File: config.mk
export PLATFORM = sky130hd
export DESIGN_NAME = uart_tx_fifo
export DESIGN_NICKNAME = d
export VERILOG_FILES = /design/src/rtl/uart_tx_fifo.sv
export SDC_FILE = /design/constraint.sdc
export NUM_CORES = 1
export LEC_CHECK = 0
export CORE_ASPECT_RATIO = 0.75
export CORE_MARGIN = 2
export CORE_UTILIZATION = 45
export CTS_CLUSTER_SIZE = 16
export DETAILED_ROUTE_END_ITERATION = 7
export MAX_ROUTING_LAYER = met4
export PLACE_DENSITY_LB_ADDON = 0.08
export SKIP_CTS_REPAIR_TIMING = 1
export SLEW_MARGIN = 20
export SYNTH_ARGS = -nofsm -noshare
export SYNTH_HDL_FRONTEND = slang
export SYNTH_SLANG_ARGS = --single-unit
File: constraint.sdc
create_clock -name clk_i -period 2.7 [get_ports clk_i]
set_input_delay 0.27 -clock clk_i [delete_from_list [all_inputs] [get_ports clk_i]]
set_output_delay 0.27 -clock clk_i [all_outputs]
set_load 0.03 [all_outputs]
File: src/rtl/uart_tx_fifo.sv
// UART transmitter with a small input FIFO and a configurable frame format.
// Define UART_TX_PARITY_EN to add the parity ports and the PARITY state.
module uart_tx_fifo #(
  parameter int CLKS_PER_BIT = 868,
  parameter int DATA_BITS    = 8,
  parameter int STOP_BITS    = 1,
  parameter int FIFO_DEPTH   = 4
) (
  input  logic                          clk_i,
  input  logic                          reset_i,
  input  logic [DATA_BITS-1:0]          tx_data_i,
  input  logic                          tx_valid_i,
  output logic                          tx_ready_o,
`ifdef UART_TX_PARITY_EN
  input  logic                          parity_en_i,
  input  logic                          parity_odd_i,
`endif
  output logic                          tx_o,
  output logic                          busy_o,
  output logic [$clog2(FIFO_DEPTH):0]   fifo_level_o
);

  localparam int AW = $clog2(FIFO_DEPTH);
  localparam int LW = AW + 1;
  localparam int CW = $clog2(CLKS_PER_BIT);
  localparam int BW = $clog2(DATA_BITS + 1);
  localparam logic [CW-1:0] CNT_MAX   = CW'(CLKS_PER_BIT - 1);
  localparam logic [BW-1:0] BIT_LAST  = BW'(DATA_BITS - 1);
  localparam logic [BW-1:0] STOP_LAST = BW'(STOP_BITS - 1);
  localparam logic [LW-1:0] LVL_FULL  = LW'(FIFO_DEPTH);

  typedef enum logic [2:0] {
    S_IDLE,
    S_START,
    S_DATA,
`ifdef UART_TX_PARITY_EN
    S_PARITY,
`endif
    S_STOP
  } state_t;

  // FIFO
  logic [DATA_BITS-1:0] mem_q [FIFO_DEPTH];
  logic [AW-1:0]        wr_ptr_q, rd_ptr_q;
  logic [LW-1:0]        level_q;
  logic                 push, pop, empty;
  logic [DATA_BITS-1:0] head;

  assign tx_ready_o   = (level_q != LVL_FULL);
  assign empty        = (level_q == '0);
  assign push         = tx_valid_i && tx_ready_o;
  assign head         = mem_q[rd_ptr_q];
  assign fifo_level_o = level_q;

  always_ff @(posedge clk_i or posedge reset_i) begin
    if (reset_i) begin
      wr_ptr_q <= '0;
      rd_ptr_q <= '0;
      level_q  <= '0;
    end else begin
      if (push) wr_ptr_q <= wr_ptr_q + AW'(1);
      if (pop)  rd_ptr_q <= rd_ptr_q + AW'(1);
      case ({push, pop})
        2'b10:   level_q <= level_q + LW'(1);
        2'b01:   level_q <= level_q - LW'(1);
        default: level_q <= level_q;
      endcase
    end
  end

  always_ff @(posedge clk_i) begin
    if (push) mem_q[wr_ptr_q] <= tx_data_i;
  end

  // Serialiser
  state_t               state_q, state_d;
  logic [CW-1:0]        cnt_q, cnt_d;
  logic [BW-1:0]        bit_q, bit_d;
  logic [DATA_BITS-1:0] shreg_q, shreg_d;
  logic                 tx_q, tx_d;
  logic                 load, last;
`ifdef UART_TX_PARITY_EN
  logic                 par_en_q, par_en_d, par_bit_q, par_bit_d;
`endif

  assign last   = (cnt_q == '0);
  assign busy_o = (state_q != S_IDLE);
  assign tx_o   = tx_q;

  always_comb begin
    state_d = state_q;
    cnt_d   = cnt_q;
    bit_d   = bit_q;
    shreg_d = shreg_q;
    load    = 1'b0;
    pop     = 1'b0;
    tx_d    = 1'b1;
`ifdef UART_TX_PARITY_EN
    par_en_d  = par_en_q;
    par_bit_d = par_bit_q;
`endif
    case (state_q)
      S_START: begin
        if (last) begin
          state_d = S_DATA;
          bit_d   = '0;
          cnt_d   = CNT_MAX;
        end else cnt_d = cnt_q - CW'(1);
      end
      S_DATA: begin
        if (last) begin
          cnt_d   = CNT_MAX;
          shreg_d = shreg_q >> 1;
          if (bit_q == BIT_LAST) begin
            bit_d   = '0;
`ifdef UART_TX_PARITY_EN
            state_d = par_en_q ? S_PARITY : S_STOP;
`else
            state_d = S_STOP;
`endif
          end else bit_d = bit_q + BW'(1);
        end else cnt_d = cnt_q - CW'(1);
      end
`ifdef UART_TX_PARITY_EN
      S_PARITY: begin
        if (last) begin
          state_d = S_STOP;
          bit_d   = '0;
          cnt_d   = CNT_MAX;
        end else cnt_d = cnt_q - CW'(1);
      end
`endif
      S_STOP: begin
        if (last) begin
          if (bit_q == STOP_LAST) begin
            // Back-to-back: the next start bit follows the last stop cycle directly.
            if (!empty) load = 1'b1;
            else        state_d = S_IDLE;
          end else begin
            bit_d = bit_q + BW'(1);
            cnt_d = CNT_MAX;
          end
        end else cnt_d = cnt_q - CW'(1);
      end
      default: begin
        if (!empty) load = 1'b1;
      end
    endcase

    if (load) begin
      pop     = 1'b1;
      shreg_d = head;
      state_d = S_START;
      cnt_d   = CNT_MAX;
      bit_d   = '0;
`ifdef UART_TX_PARITY_EN
      par_en_d  = parity_en_i;
      par_bit_d = (^head) ^ parity_odd_i;
`endif
    end

    // Line level is registered, so it follows the state being entered.
    case (state_d)
      S_START:  tx_d = 1'b0;
      S_DATA:   tx_d = shreg_d[0];
`ifdef UART_TX_PARITY_EN
      S_PARITY: tx_d = par_bit_d;
`endif
      default:  tx_d = 1'b1;
    endcase
  end

  always_ff @(posedge clk_i or posedge reset_i) begin
    if (reset_i) begin
      state_q <= S_IDLE;
      cnt_q   <= '0;
      bit_q   <= '0;
      shreg_q <= '0;
      tx_q    <= 1'b1;
`ifdef UART_TX_PARITY_EN
      par_en_q  <= 1'b0;
      par_bit_q <= 1'b0;
`endif
    end else begin
      state_q <= state_d;
      cnt_q   <= cnt_d;
      bit_q   <= bit_d;
      shreg_q <= shreg_d;
      tx_q    <= tx_d;
`ifdef UART_TX_PARITY_EN
      par_en_q  <= par_en_d;
      par_bit_q <= par_bit_d;
`endif
    end
  end

endmodule

==> reports/results.tsv, run 1 <==
stage	metric	value	unit
status	outcome	completed	
timing	tns	0	ns
place	dpl-instance-area	3277	sq um
setup_path	reg2reg_to	fifo_level_o[2]$_DFFE_PP0P_	
synth	synth_top_family_by_area	simple AND/OR/NAND/NOR gates	
cells_and_area	nFillCells	555	
pwr	power.density	1029	nW/um^2
synth	synth_area	3000	sq um
synth	synth_area_leaders	edfxtp_1, dfrtp_1, mux4_2	
setup_path	crit_path_frequent_cell	xor2_1	
setup_path	path_depth	9	
timing	clock-skew-final	0.009030	ns
timing	fin_crit	2.354	ns
drt	drtIter0Drc	77	
place	numPortBuffers	16	
die	die-area	7343	sq um
timing	maxSlewHeadroom	0.5651	
pwr	p_sw_frac	0.3219	
cells_and_area	n_antenna_cell	0	
synth	ys_async_sr_fraction	0.5077	
global_route	grt_overflow	0	
global_route	grt_usage	0.1707	
setup_path	crit_fanout	4	
die	rows	25	
setup_path	crit_start	cnt_q[9]$_DFFE_PP0P_	
clocking	clock_latency	0.34	ns
timing	finalSetupViolCount	0	
synth	synth-adder-area-share	0.04003	
synth	synth_xor_area_frac	0.02043	
setup_path	timing.rr.start	cnt_q[9]$_DFFE_PP0P_	
setup_path	crit_slowest_cell	dfrtp_1	
drt	ant_nets	0	
timing	hold_violations	0	
synth	synthSimpleGateAreaFrac	0.1234	
pwr	netSwitchingPower	1.164	mW
synth	synth_compound_area_frac	0.1093	
place	detailed_place_hpwl	3794	microns
pwr	power	3.615	mW
clocking	cts_max_level	3	
synth	syn_inst	229	
setup_path	rrSetupSlack	0.35	ns
cells_and_area	final_layout_size_suffix_gt1_frac	0.1533	
timing	fmax	424.8	MHz
setup_path	reg2regPathDepth	9	
setup_path	critPathKind	reg -> reg	
setup_path	endpoint	fifo_level_o[2]$_DFFE_PP0P_	
synth	yosysUniqueCellTypes	52	
drt	drt_pass1_iterations	4	
min_path	min_path_type	in -> async	
synth	synth_nets	249	
clocking	root_buffer	clkbuf_8	
global_route	grt_pass1_vias	1795	
pwr	p_leak	1.394	nW
drt	routed_wl	5435	microns
timing	fin_crit_sh	0.8719	
synth	synth_top_area_frac	0.3203	
global_route	antenna_found_initial	0	
die	core_area	6381	sq um
synth	synth_edf_count	32	
synth	ys_ff_latch	65	
cells_and_area	register_area	1788	sq um
cells_and_area	fin_nets	276	
clocking	cts_made_buffers	9	
setup_path	cpPeakStageDelay	0.44	ns
setup_path	crit_arrival	2.61	ns
synth	syn_avg_cell_area	13.10	sq um
drt	vias	1884	
die	floorplan.initialDensity	0.4702	
timing	tightest_slew	0.6510	ns
pwr	combPwrFrac	0.286	
setup_path	startpoint_type	register	
drt	wl_per_cell	15.89	microns
drt	drcViolationCount	0	
global_route	grt_pass1_wl	9163	microns
job	cap_viol_max_count	0	
setup_path	path_cells	nor4_4 -> nand3_1 -> o22ai_2 -> ha_1 -> inv_1 -> fa_1 -> xor2_1 -> nor2_1 -> xor2_1	
place	numPlacedInstances	326	
global_route	grt_max_degree	34	
synth	yosys_warnings	0	
cells_and_area	stdcell_count	342	
die	die_y	74.72	microns
setup_path	critPathTopFamily	simple AND/OR/NAND/NOR gates	
synth	muxShareOfSynthArea	0.08090	
synth	synth_area_leader_cell	edfxtp_1	
pwr	ir_drop	0.0005302	V
pwr	power_frac_clock	0.270	
timing	fin_hold_ws	0.3321	ns
setup_path	end_kind	register	
cells_and_area	multi_input_area	1122	sq um
setup_path	cp.required	2.96	ns
synth	synth_ff_type	edfxtp_1	
die	io_pins	17	
clocking	clk_pin_slew	0.07	ns
place	gp_congestion	0.7727	
clocking	clock_sinks	65	
cells_and_area	area_delta_synth_final	17.06	%
cells_and_area	final_area	3512	sq um
die	die_w	98.29	microns
timing	rsz0062_at_grt	no	
pwr	seqPwrFrac	0.445	
timing	maxSlewViolCount	0	
drt	vias_per_cell	5.509	
pwr	p_int	2.452	mW
synth	seq_area_frac_synth	0.5959	
clocking	cts_tree	done	
clocking	cts.path.max_buffers	2	
setup_path	crit_buf_inv	1	
## layout by cell type (no fill, tap or decap), types with 2 or more instances in the layout
| master | instances |
|---|---|
| o21ai_1 | 3 |
| a2bb2oi_1 | 2 |
| mux4_2 | 8 |
| clkdlybuf4s50_1 | 16 |
| nor3b_1 | 2 |
| nand2_1 | 20 |
| and2_1 | 2 |
| xor2_1 | 3 |
| inv_1 | 16 |
| nor3_1 | 4 |
| nor2_1 | 9 |
| a31oi_1 | 3 |
| o21ai_0 | 9 |
| or3_1 | 5 |
| a21oi_1 | 7 |
| clkinv_2 | 2 |
| a21o_1 | 3 |
| dfrtp_1 | 32 |
| nor4_1 | 2 |
| bufinv_16 | 3 |
| clkbuf_8 | 9 |
| and3_1 | 6 |
| nand3_1 | 8 |
| xnor2_1 | 4 |
| o21bai_1 | 2 |
| edfxtp_1 | 32 |
| buf_4 | 6 |
| mux2_2 | 2 |
| a22o_1 | 4 |
| a21boi_0 | 2 |
| mux2i_1 | 4 |
| ha_1 | 8 |
## final cells by class
class | instances | area share
multi-input cells | 142 | 0.3196
clock inverters | 6 | 0.03064
repair buffers | 22 | 0.05843
clock buffers | 10 | 0.03634
inverters | 16 | 0.01710
flip-flops and latches | 65 | 0.5091
well taps | 81 | 0.02886
## state kept, by name (all words and copies together), names as in the netlist
name          flops
wr_ptr_q          2
mem_q            32
shreg_q           8
bit_q             4
fifo_level_o      3
rd_ptr_q          2
state_q           3
tx_o              1
cnt_q            10
## per-stage QoR
stage | util | setup WS, ns
after CTS | 0.5504 | 0.3232
after detailed placement | 0.5135 | 0.3734
after global routing | 0.5504 | 0.1170
after global placement | 0.5135 | 0.4375
final | 0.5504 | 0.3458
after floorplan | - | 0.05384
## worst min-delay path by stage
stage | cells after the start | end | slack (ns) | start
finish | 3 | wr_ptr_q[1]$_DFFE_PP0P_ | 0.33 | reset_i
global route | 3 | wr_ptr_q[1]$_DFFE_PP0P_ | 0.38 | reset_i
CTS | 3 | wr_ptr_q[1]$_DFFE_PP0P_ | 0.34 | reset_i
detailed placement | 1 | shreg_q[3]$_DFFE_PP0P_ | 0.49 | shreg_q[3]$_DFFE_PP0P_
global placement | 1 | shreg_q[1]$_DFFE_PP0P_ | 0.47 | shreg_q[1]$_DFFE_PP0P_
floorplan | 0 | mem_q[0][0]$_DFFE_PP_ | 0.37 | tx_data_i[0]
## synth_stat cells, types with 2 or more instances
| cell type | n |
|---|---|
| dfrtp_1 | 32 |
| nand2_1 | 20 |
| mux4_2 | 8 |
| and2_1 | 2 |
| xor2_1 | 3 |
| and3_1 | 6 |
| a31oi_1 | 3 |
| a2bb2oi_1 | 2 |
| o21ai_0 | 9 |
| a21oi_1 | 7 |
| nor3b_1 | 2 |
| o21ai_1 | 3 |
| or3_1 | 5 |
| nor4_1 | 2 |
| nor2_1 | 9 |
| nand3_1 | 8 |
| xnor2_1 | 4 |
| mux2_2 | 2 |
| edfxtp_1 | 32 |
| a21o_1 | 3 |
| buf_2 | 3 |
| a21boi_0 | 2 |
| a22o_1 | 4 |
| o21bai_1 | 2 |
| inv_1 | 16 |
| nor3_1 | 4 |
| ha_1 | 8 |
| mux2i_1 | 4 |
## routing by layer
metal / global-route usage / vias to the layer above / part of all wire
met4: 0.05632 / 0 / 0.012
met3: 0.05757 / 7 / 0.041
met5: - / - / 0
li1: - / 904 / -
met1: 0.2500 / 937 / 0.53
met2: 0.2215 / 36 / 0.41
## worst reg2reg max path: stages, from the launching register on
cell and delay (ns):
dfrtp_1 0.44, nor4_4 0.37, nand3_1 0.23, o22ai_2 0.17, ha_1 0.21, inv_1 0.06, fa_1 0.38, xor2_1 0.15
nor2_1 0.12, xor2_1 0.16
## power by group through the flow
stage	Clock, mW	Sequential, mW	Combinational, mW
after CTS	0.995	1.61	1.05
final	0.976	1.61	1.03
after global placement	0	1.62	1.03
after detailed placement	0	1.63	1.04
after global routing	1.04	1.66	1.16
after floorplan	0	1.55	0.785
## logic make-up after synthesis
family | Yosys count
flip-flops | 65
multiplexers | 14
adder cells (fa/ha/maj) | 9
AND/OR/NAND/NOR | 66
XOR/XNOR | 7
buffers and inverters | 22
AO/OA/AOI/OAI | 46
(Power assumes the default switching activity.)
==> run 2, diff against run 1 <==
--- a/config.mk
+++ b/config.mk
@@ -5,9 +5,11 @@
 export SDC_FILE = /design/constraint.sdc
 export NUM_CORES = 1
 export LEC_CHECK = 0
+export CELL_PAD_IN_SITES_DETAIL_PLACEMENT = 1
+export CELL_PAD_IN_SITES_GLOBAL_PLACEMENT = 1
 export CORE_ASPECT_RATIO = 0.75
 export CORE_MARGIN = 2
-export CORE_UTILIZATION = 45
+export CORE_UTILIZATION = 40
 export CTS_CLUSTER_SIZE = 16
 export DETAILED_ROUTE_END_ITERATION = 7
 export MAX_ROUTING_LAYER = met4
==> run 2 against run 1 <==
Clock power is 13% higher. Clock skew is 0.0026 ns lower. Sequential power hardly changed. Global-route usage is 0.39 points lower. Wire length is 12% higher. Die area is 12% higher. Combinational power is 4% higher. Critical path depth is 2 higher. Via count is 0.58% lower.
==> reports/results.tsv, run 2 (synthesis gave the netlist of run 1 again) <==
stage	metric	value	unit	change
status	outcome	completed		
pwr	power_frac_clock	0.290		+0.020
timing	hold_violations	0		unchanged
global_route	antenna_found_initial	0		unchanged
setup_path	timing.rr.start	bit_q[0]$_DFFE_PP0P_		
job	cap_viol_max_count	0		unchanged
setup_path	end_kind	register		
global_route	grt_pass1_wl	10160	microns	+11%
clocking	clk_pin_slew	0.08	ns	about the same
drt	wl_met3	134	microns	-40%
timing	maxSlewViolCount	0		unchanged
global_route	grt_usage	0.1668		-0.003857
cells_and_area	final_cell_mix	dfrtp_1, edfxtp_1, nand2_1		
drt	drcViolationCount	0		unchanged
timing	fin_crit_sh	0.8672		-0.004763
timing	fmax	427.1	MHz	+0.55%
place	gp_congestion	0.7509		-2.8%
clocking	clock_sinks	65		unchanged
cells_and_area	fin_nets	279		+1.1%
setup_path	crit_slowest_cell	dfrtp_1		
setup_path	crit_start	bit_q[0]$_DFFE_PP0P_		
die	die-area	8217	sq um	+12%
pwr	power.density	1051	nW/um^2	+2.1%
place	detailed_place_hpwl	4254	microns	+12%
setup_path	cpPeakStageDelay	0.42	ns	-0.02 ns
drt	routed-wl-met2	2583	microns	+15%
pwr	p_int	2.567	mW	+4.7%
drt	ant_nets	0		unchanged
global_route	grt_max_degree	34		unchanged
die	die_w	104.0	microns	+5.8%
die	floorplan.initialDensity	0.4112		-0.05902
pwr	seqPwrFrac	0.427		-0.018
setup_path	cp.required	2.96	ns	about the same
cells_and_area	final_area	3591	sq um	+2.2%
drt	drt_pass1_iterations	4		unchanged
timing	clock-skew-final	0.006381	ns	-0.002648 ns
timing	tns	0	ns	unchanged
cells_and_area	reg.largest.list	mem_q: 32 flops, cnt_q: 10 flops, shreg_q: 8 flops		
global_route	grt_overflow	0		unchanged
clocking	cts_max_level	3		unchanged
cells_and_area	largest_reg_flops	32		unchanged
place	dpl-instance-area	3324	sq um	+1.5%
setup_path	rrSetupSlack	0.36	ns	about the same
pwr	p_sw_frac	0.3199		-0.001990
timing	rsz0062_at_grt	no		
clocking	cts.path.max_buffers	2		unchanged
pwr	combPwrFrac	0.282		-0.004
timing	maxSlewHeadroom	0.5245		-0.04068
setup_path	reg2reg_to	fifo_level_o[2]$_DFFE_PP0P_		
die	die_y	79.01	microns	+5.7%
setup_path	endpoint	fifo_level_o[2]$_DFFE_PP0P_		
timing	fin_crit	2.341	ns	-0.01286 ns
clocking	cts_made_buffers	9		unchanged
clocking	clock_latency	0.33	ns	about the same
global_route	grt_pass1_vias	1935		+7.8%
setup_path	startpoint_type	register		
drt	drt-met1-wl	3320	microns	+14%
cells_and_area	final_layout_size_suffix_gt1_frac	0.1667		+0.01341
die	core_area	7297	sq um	+14%
setup_path	reg2regPathDepth	11		+2
pwr	ir_drop	0.0005128	V	-3.3%
place	numPortBuffers	16		unchanged
setup_path	path_cells	inv_1 -> ha_1 -> and4bb_2 -> nand3_1 -> o22ai_2 -> ha_1 -> inv_1 -> fa_1 -> xor2_1 -> nor2_1 -> xor2_1		
clocking	cts_tree	done		
pwr	netSwitchingPower	1.208	mW	+3.8%
drt	vias_per_cell	5.132		-6.8%
timing	tightest_slew	0.7119	ns	+0.06089 ns
setup_path	crit_fanout	5		+1
drt	routed_wl	6097	microns	+12%
cells_and_area	area_delta_synth_final	19.68	%	
timing	finalSetupViolCount	0		unchanged
setup_path	critPathKind	reg -> reg		
pwr	p_leak	1.426	nW	+2.3%
die	rows	27		+8.0%
cells_and_area	n_antenna_cell	0		unchanged
clocking	root_buffer	clkbuf_8		
setup_path	crit_arrival	2.60	ns	about the same
drt	drtIter0Drc	79		+2.6%
die	io_pins	17		unchanged
cells_and_area	regMostFlops	mem_q		
drt	highest_layer	met4		
drt	vias	1873		-0.58%
drt	wl_per_cell	16.70	microns	+5.1%
min_path	min_path_type	in -> async		
[run 2: changes by cell type in the layout (fill, tap and decap cells not counted), sizes merged]
cell      delta
clkbuf       -1
clkinvlp     -1
buf          +3
bufinv       +1
clkinv       +1
[run 2: through the flow]
stage	cells	util	power (mW)	setup slack, ns	hold slack (ns)
floorplan	229	-	2.333	0.05384	0.3689
global placement	349	0.4556	2.684	0.4270	0.4594
detailed placement	349	0.4556	2.718	0.3484	0.4705
CTS	365	0.4921	3.829	0.3435	0.3588
global route	365	0.4921	4.022	0.1502	0.3894
finish	365	0.4921	3.775	0.3586	0.3467
[run 2: cell type report]
class	count	area [sq um]
fill	782	3706
sequential	65	1788
multi-input combinational	142	1122
timing repair buffer	25	227.7
clock inverter	7	142.6
tap	101	126.4
clock buffer	9	123.9
inverter	16	60.06
[run 2: metal layers]
metal	track usage	vias up
met5	-	-
met1	0.2496	933
met3	0.03777	6
li1	-	915
met2	0.2204	19
met4	0.06081	0
[run 2: worst max-delay path, delay by kind of cell, from the launching register on]
kind                     cells  cell delay, ns
AO/OA/AOI/OAI                1            0.17
flip-flops                   1            0.42
buffers and inverters        2            0.13
XOR/XNOR                     2            0.29
adder cells (fa/ha/maj)      3            0.73
AND/OR/NAND/NOR              3            0.51
[run 2: power by group through the flow]
stage | sequential, mW | clock [mW] | combinational (mW)
final | 1.61 | 1.10 | 1.07
after global routing | 1.66 | 1.16 | 1.20
after CTS | 1.62 | 1.12 | 1.09
after detailed placement | 1.63 | 0 | 1.08
after global placement | 1.63 | 0 | 1.06
after floorplan | 1.55 | 0 | 0.785
[run 2: how the worst min path moves through the flow]
stage	startpoint	to
3_3_place_gp	shreg_q[1]$_DFFE_PP0P_	shreg_q[1]$_DFFE_PP0P_
5_1_grt	reset_i	shreg_q[7]$_DFFE_PP0P_
2_1_floorplan	tx_data_i[0]	mem_q[0][0]$_DFFE_PP_
4_1_cts	reset_i	shreg_q[7]$_DFFE_PP0P_
6_report	reset_i	shreg_q[7]$_DFFE_PP0P_
3_5_place_dp	shreg_q[1]$_DFFE_PP0P_	shreg_q[1]$_DFFE_PP0P_
==> run 3, diff against run 2 <==
--- a/config.mk
+++ b/config.mk
@@ -5,15 +5,18 @@
 export SDC_FILE = /design/constraint.sdc
 export NUM_CORES = 1
 export LEC_CHECK = 0
+export ABC_AREA = 1
 export CELL_PAD_IN_SITES_DETAIL_PLACEMENT = 1
 export CELL_PAD_IN_SITES_GLOBAL_PLACEMENT = 1
 export CORE_ASPECT_RATIO = 0.75
 export CORE_MARGIN = 2
 export CORE_UTILIZATION = 40
+export CTS_CLUSTER_DIAMETER = 40
 export CTS_CLUSTER_SIZE = 16
 export DETAILED_ROUTE_END_ITERATION = 7
 export MAX_ROUTING_LAYER = met4
 export PLACE_DENSITY_LB_ADDON = 0.08
+export SETUP_SLACK_MARGIN = 0.1
 export SKIP_CTS_REPAIR_TIMING = 1
 export SLEW_MARGIN = 20
 export SYNTH_ARGS = -nofsm -noshare
==> run 3 against run 2 <==
Power fell by 33%. Non-clock buffer count fell by 1. Sequential power fell by 23%. Worst hold slack got worse by 0.017 ns. Register-to-register slack barely moved. Flip-flop and latch count did not move. Global-route usage rose by 3.6 points. Clock skew rose by 0.0023 ns. Worst setup slack improved by 0.0013 ns. Wire length rose by 19%. Critical path type unchanged. Highest routed layer unchanged.
==> reports/results.tsv, run 3 <==
stage	metric	value	unit	change
cells_and_area	regMostFlops	mem_q		
global_route	grt_pass1_wl	12840	microns	+26%
setup_path	startpoint_type	register		
setup_path	cp.required	2.92	ns	-0.04 ns
setup_path	crit_fanout	5		unchanged
die	die_w	105.9	microns	+1.8%
drt	vias	2315		+24%
clocking	clk_pin_slew	0.08	ns	about the same
drt	ant_nets	0		unchanged
timing	fin_crit	2.340	ns	-0.001336 ns
cells_and_area	area_delta_synth_final	16.87	%	
synth	ys_ff_latch	65		unchanged
synth	syn_avg_cell_area	9.495	sq um	-28%
cells_and_area	n_antenna_cell	0		unchanged
timing	rsz0062_at_grt	no		
setup_path	end_kind	register		
setup_path	crit_arrival	2.56	ns	-0.04 ns
synth	synth_area_leader_cell	edfxtp_1		
pwr	ir_drop	0.0004419	V	-14%
timing	fin_crit_sh	0.8667		about the same
synth	synth_area	3114	sq um	+3.8%
synth	synth_nets	348		+40%
clocking	clock_latency	0.34	ns	about the same
drt	routed_wl	7227	microns	+19%
timing	tightest_slew	0.7230	ns	+0.01110 ns
setup_path	critPathKind	reg -> reg		
global_route	grt_max_degree	34		unchanged
clocking	clock_sinks	65		unchanged
timing	clock-skew-final	0.008672	ns	+0.002290 ns
timing	tns	0	ns	unchanged
cells_and_area	final_area	3640	sq um	+1.4%
synth	yosys_warnings	0		unchanged
synth	seq_area_frac_synth	0.5741		-0.02179
cells_and_area	stdcell_count	463		+27%
synth	synth_top_area_frac	0.3086		-0.01171
global_route	antenna_found_initial	0		unchanged
pwr	power.density	692.9	nW/um^2	-34%
cells_and_area	reg.largest.list	mem_q: 32 flops, cnt_q: 10 flops, shreg_q: 8 flops		
clocking	cts_made_buffers	9		unchanged
synth	synth_common_cells	nand2_1, nor2_1, inv_1		
timing	finalSetupViolCount	0		unchanged
place	numPlacedInstances	447		+28%
die	io_pins	17		unchanged
synth	ys_async_sr_fraction	0.5077		unchanged
place	numPortBuffers	16		unchanged
die	floorplan.initialDensity	0.4190		+0.007844
synth	synth_ff_type	edfxtp_1		
synth	synth_most_common_cell	nand2_1		
drt	drt_pass1_iterations	4		unchanged
drt	vias_per_cell	5.000		-2.6%
cells_and_area	final_cell_mix	nand2_1, nor2_1, inv_1		
cells_and_area	register_area	1788	sq um	unchanged
cells_and_area	nFillCells	894		+14%
synth	syn_inst	328		+43%
timing	hold_violations	0		unchanged
global_route	grt_usage	0.2031		+0.03624
min_path	min_path_type	in -> async		
drt	wl_per_cell	15.61	microns	-6.6%
timing	fmax	427.3	MHz	about the same
place	dpl-instance-area	3422	sq um	+2.9%
die	die-area	8515	sq um	+3.6%
die	core_area	7432	sq um	+1.9%
setup_path	cpPeakStageDelay	0.40	ns	-0.02 ns
pwr	p_leak	1.514	nW	+6.2%
setup_path	crit_slowest_cell	dfrtp_1		
cells_and_area	largest_reg_flops	32		unchanged
job	cap_viol_max_count	0		unchanged
timing	maxSlewViolCount	0		unchanged
drt	drtIter0Drc	71		-10%
cells_and_area	fin_nets	377		+35%
cells_and_area	multi_input_area	1167	sq um	+4.0%
cells_and_area	layout_commonest_cell	nand2_1		
drt	drcViolationCount	0		unchanged
status	outcome	completed		
setup_path	path_cells	inv_1 -> ha_4 -> nand2_2 -> nor2_4 -> nand4_1 -> nand2_2 -> ha_1 -> inv_1 -> fa_1 -> a21oi_1 -> o21ai_0 -> xor2_1		
clocking	cts_tree	done		
die	rows	27		unchanged
synth	synth_area_leaders	edfxtp_1, dfrtp_1, nand2_1		
die	die_y	80.42	microns	+1.8%
global_route	grt_pass1_vias	2497		+29%
place	detailed_place_hpwl	5224	microns	+23%
place	gp_congestion	0.7739		+3.1%
synth	synth_edf_count	32		unchanged
cells_and_area	final_layout_size_suffix_gt1_frac	0.1271		-0.03959
timing	maxSlewHeadroom	0.5143		-0.01013
synth	yosysUniqueCellTypes	31		-40%
global_route	grt_overflow	0		unchanged
clocking	cts_max_level	3		unchanged
clocking	cts.path.max_buffers	2		unchanged
clocking	root_buffer	clkbuf_8		
run 3: kinds of logic after synthesis:
family,after synthesis,share of synthesized area
adders and majority gates,9,0.03857
and+or+nand+nor,155,0.2286
AOI/OAI and AO/OA,51,0.08919
buffers and inverters,44,0.05825
xor gates and xnor gates,4,0.01125
DFF,65,0.5741
run 3: metal layers:
metal / track usage / up-vias / share of wire
met5: - / - / 0
met4: 0.06447 / 0 / 0.014
met3: 0.04383 / 10 / 0.038
met2: 0.2929 / 43 / 0.42
met1: 0.2863 / 1110 / 0.53
li1: - / 1152 / -
run 3: cell type report:
type	count	share of cell area
inverters	38	0.03919
repair buffers	24	0.06050
flip-flops and latches	65	0.4912
clock buffers	9	0.03403
clock inverters	7	0.01959
well taps	101	0.03472
multi-input cells	219	0.3207
run 3: path summary, 6_finish.rpt:
kind                                   startpoint                          end  slack, ns  cells after the start
max                          cnt_q[0]$_DFFE_PP0P_  fifo_level_o[2]$_DFFE_PP0P_       0.36                     12
min                                       reset_i         bit_q[1]$_DFFE_PP0P_       0.33                      3
max reg2reg                  cnt_q[0]$_DFFE_PP0P_  fifo_level_o[2]$_DFFE_PP0P_       0.36                     12
min reg2reg                shreg_q[5]$_DFFE_PP0P_       shreg_q[5]$_DFFE_PP0P_       0.49                      2
max in group asynchronous                 reset_i               tx_o$_DFF_PP1_       2.01                      3
min in group clk_i         shreg_q[5]$_DFFE_PP0P_       shreg_q[5]$_DFFE_PP0P_       0.49                      2
run 3: worst max-delay path, delay by kind of cell, from the launching register on:
family | cells | cell delay [ns]
fa+ha+maj | 3 | 0.70
simple gates | 4 | 0.50
flops | 1 | 0.40
compound gates | 2 | 0.26
buf+inv | 2 | 0.21
xor+xnor | 1 | 0.15
run 3: power breakdown:
part / internal (mW) / total, mW / switching [mW]
logic: 0.166 / 0.465 / 0.299
registers: 1.18 / 1.24 / 0.0554
clock network: 0.424 / 0.818 / 0.393
total: 1.77 / 2.52 / 0.748
run 3: stage by stage:
stage | hold slack [ns] | utilization | power (mW) | worst slack (ns)
4_1_cts | 0.3418 | 0.4867 | 2.557 | 0.1863
3_3_place_gp | 0.4705 | 0.4604 | 1.713 | 0.3010
6_report | 0.3296 | 0.4897 | 2.522 | 0.3600
2_1_floorplan | 0.3689 | - | 1.531 | 0.3230
3_5_place_dp | 0.4799 | 0.4604 | 1.732 | 0.1911
5_1_grt | 0.3966 | 0.4897 | 2.676 | 0.1397
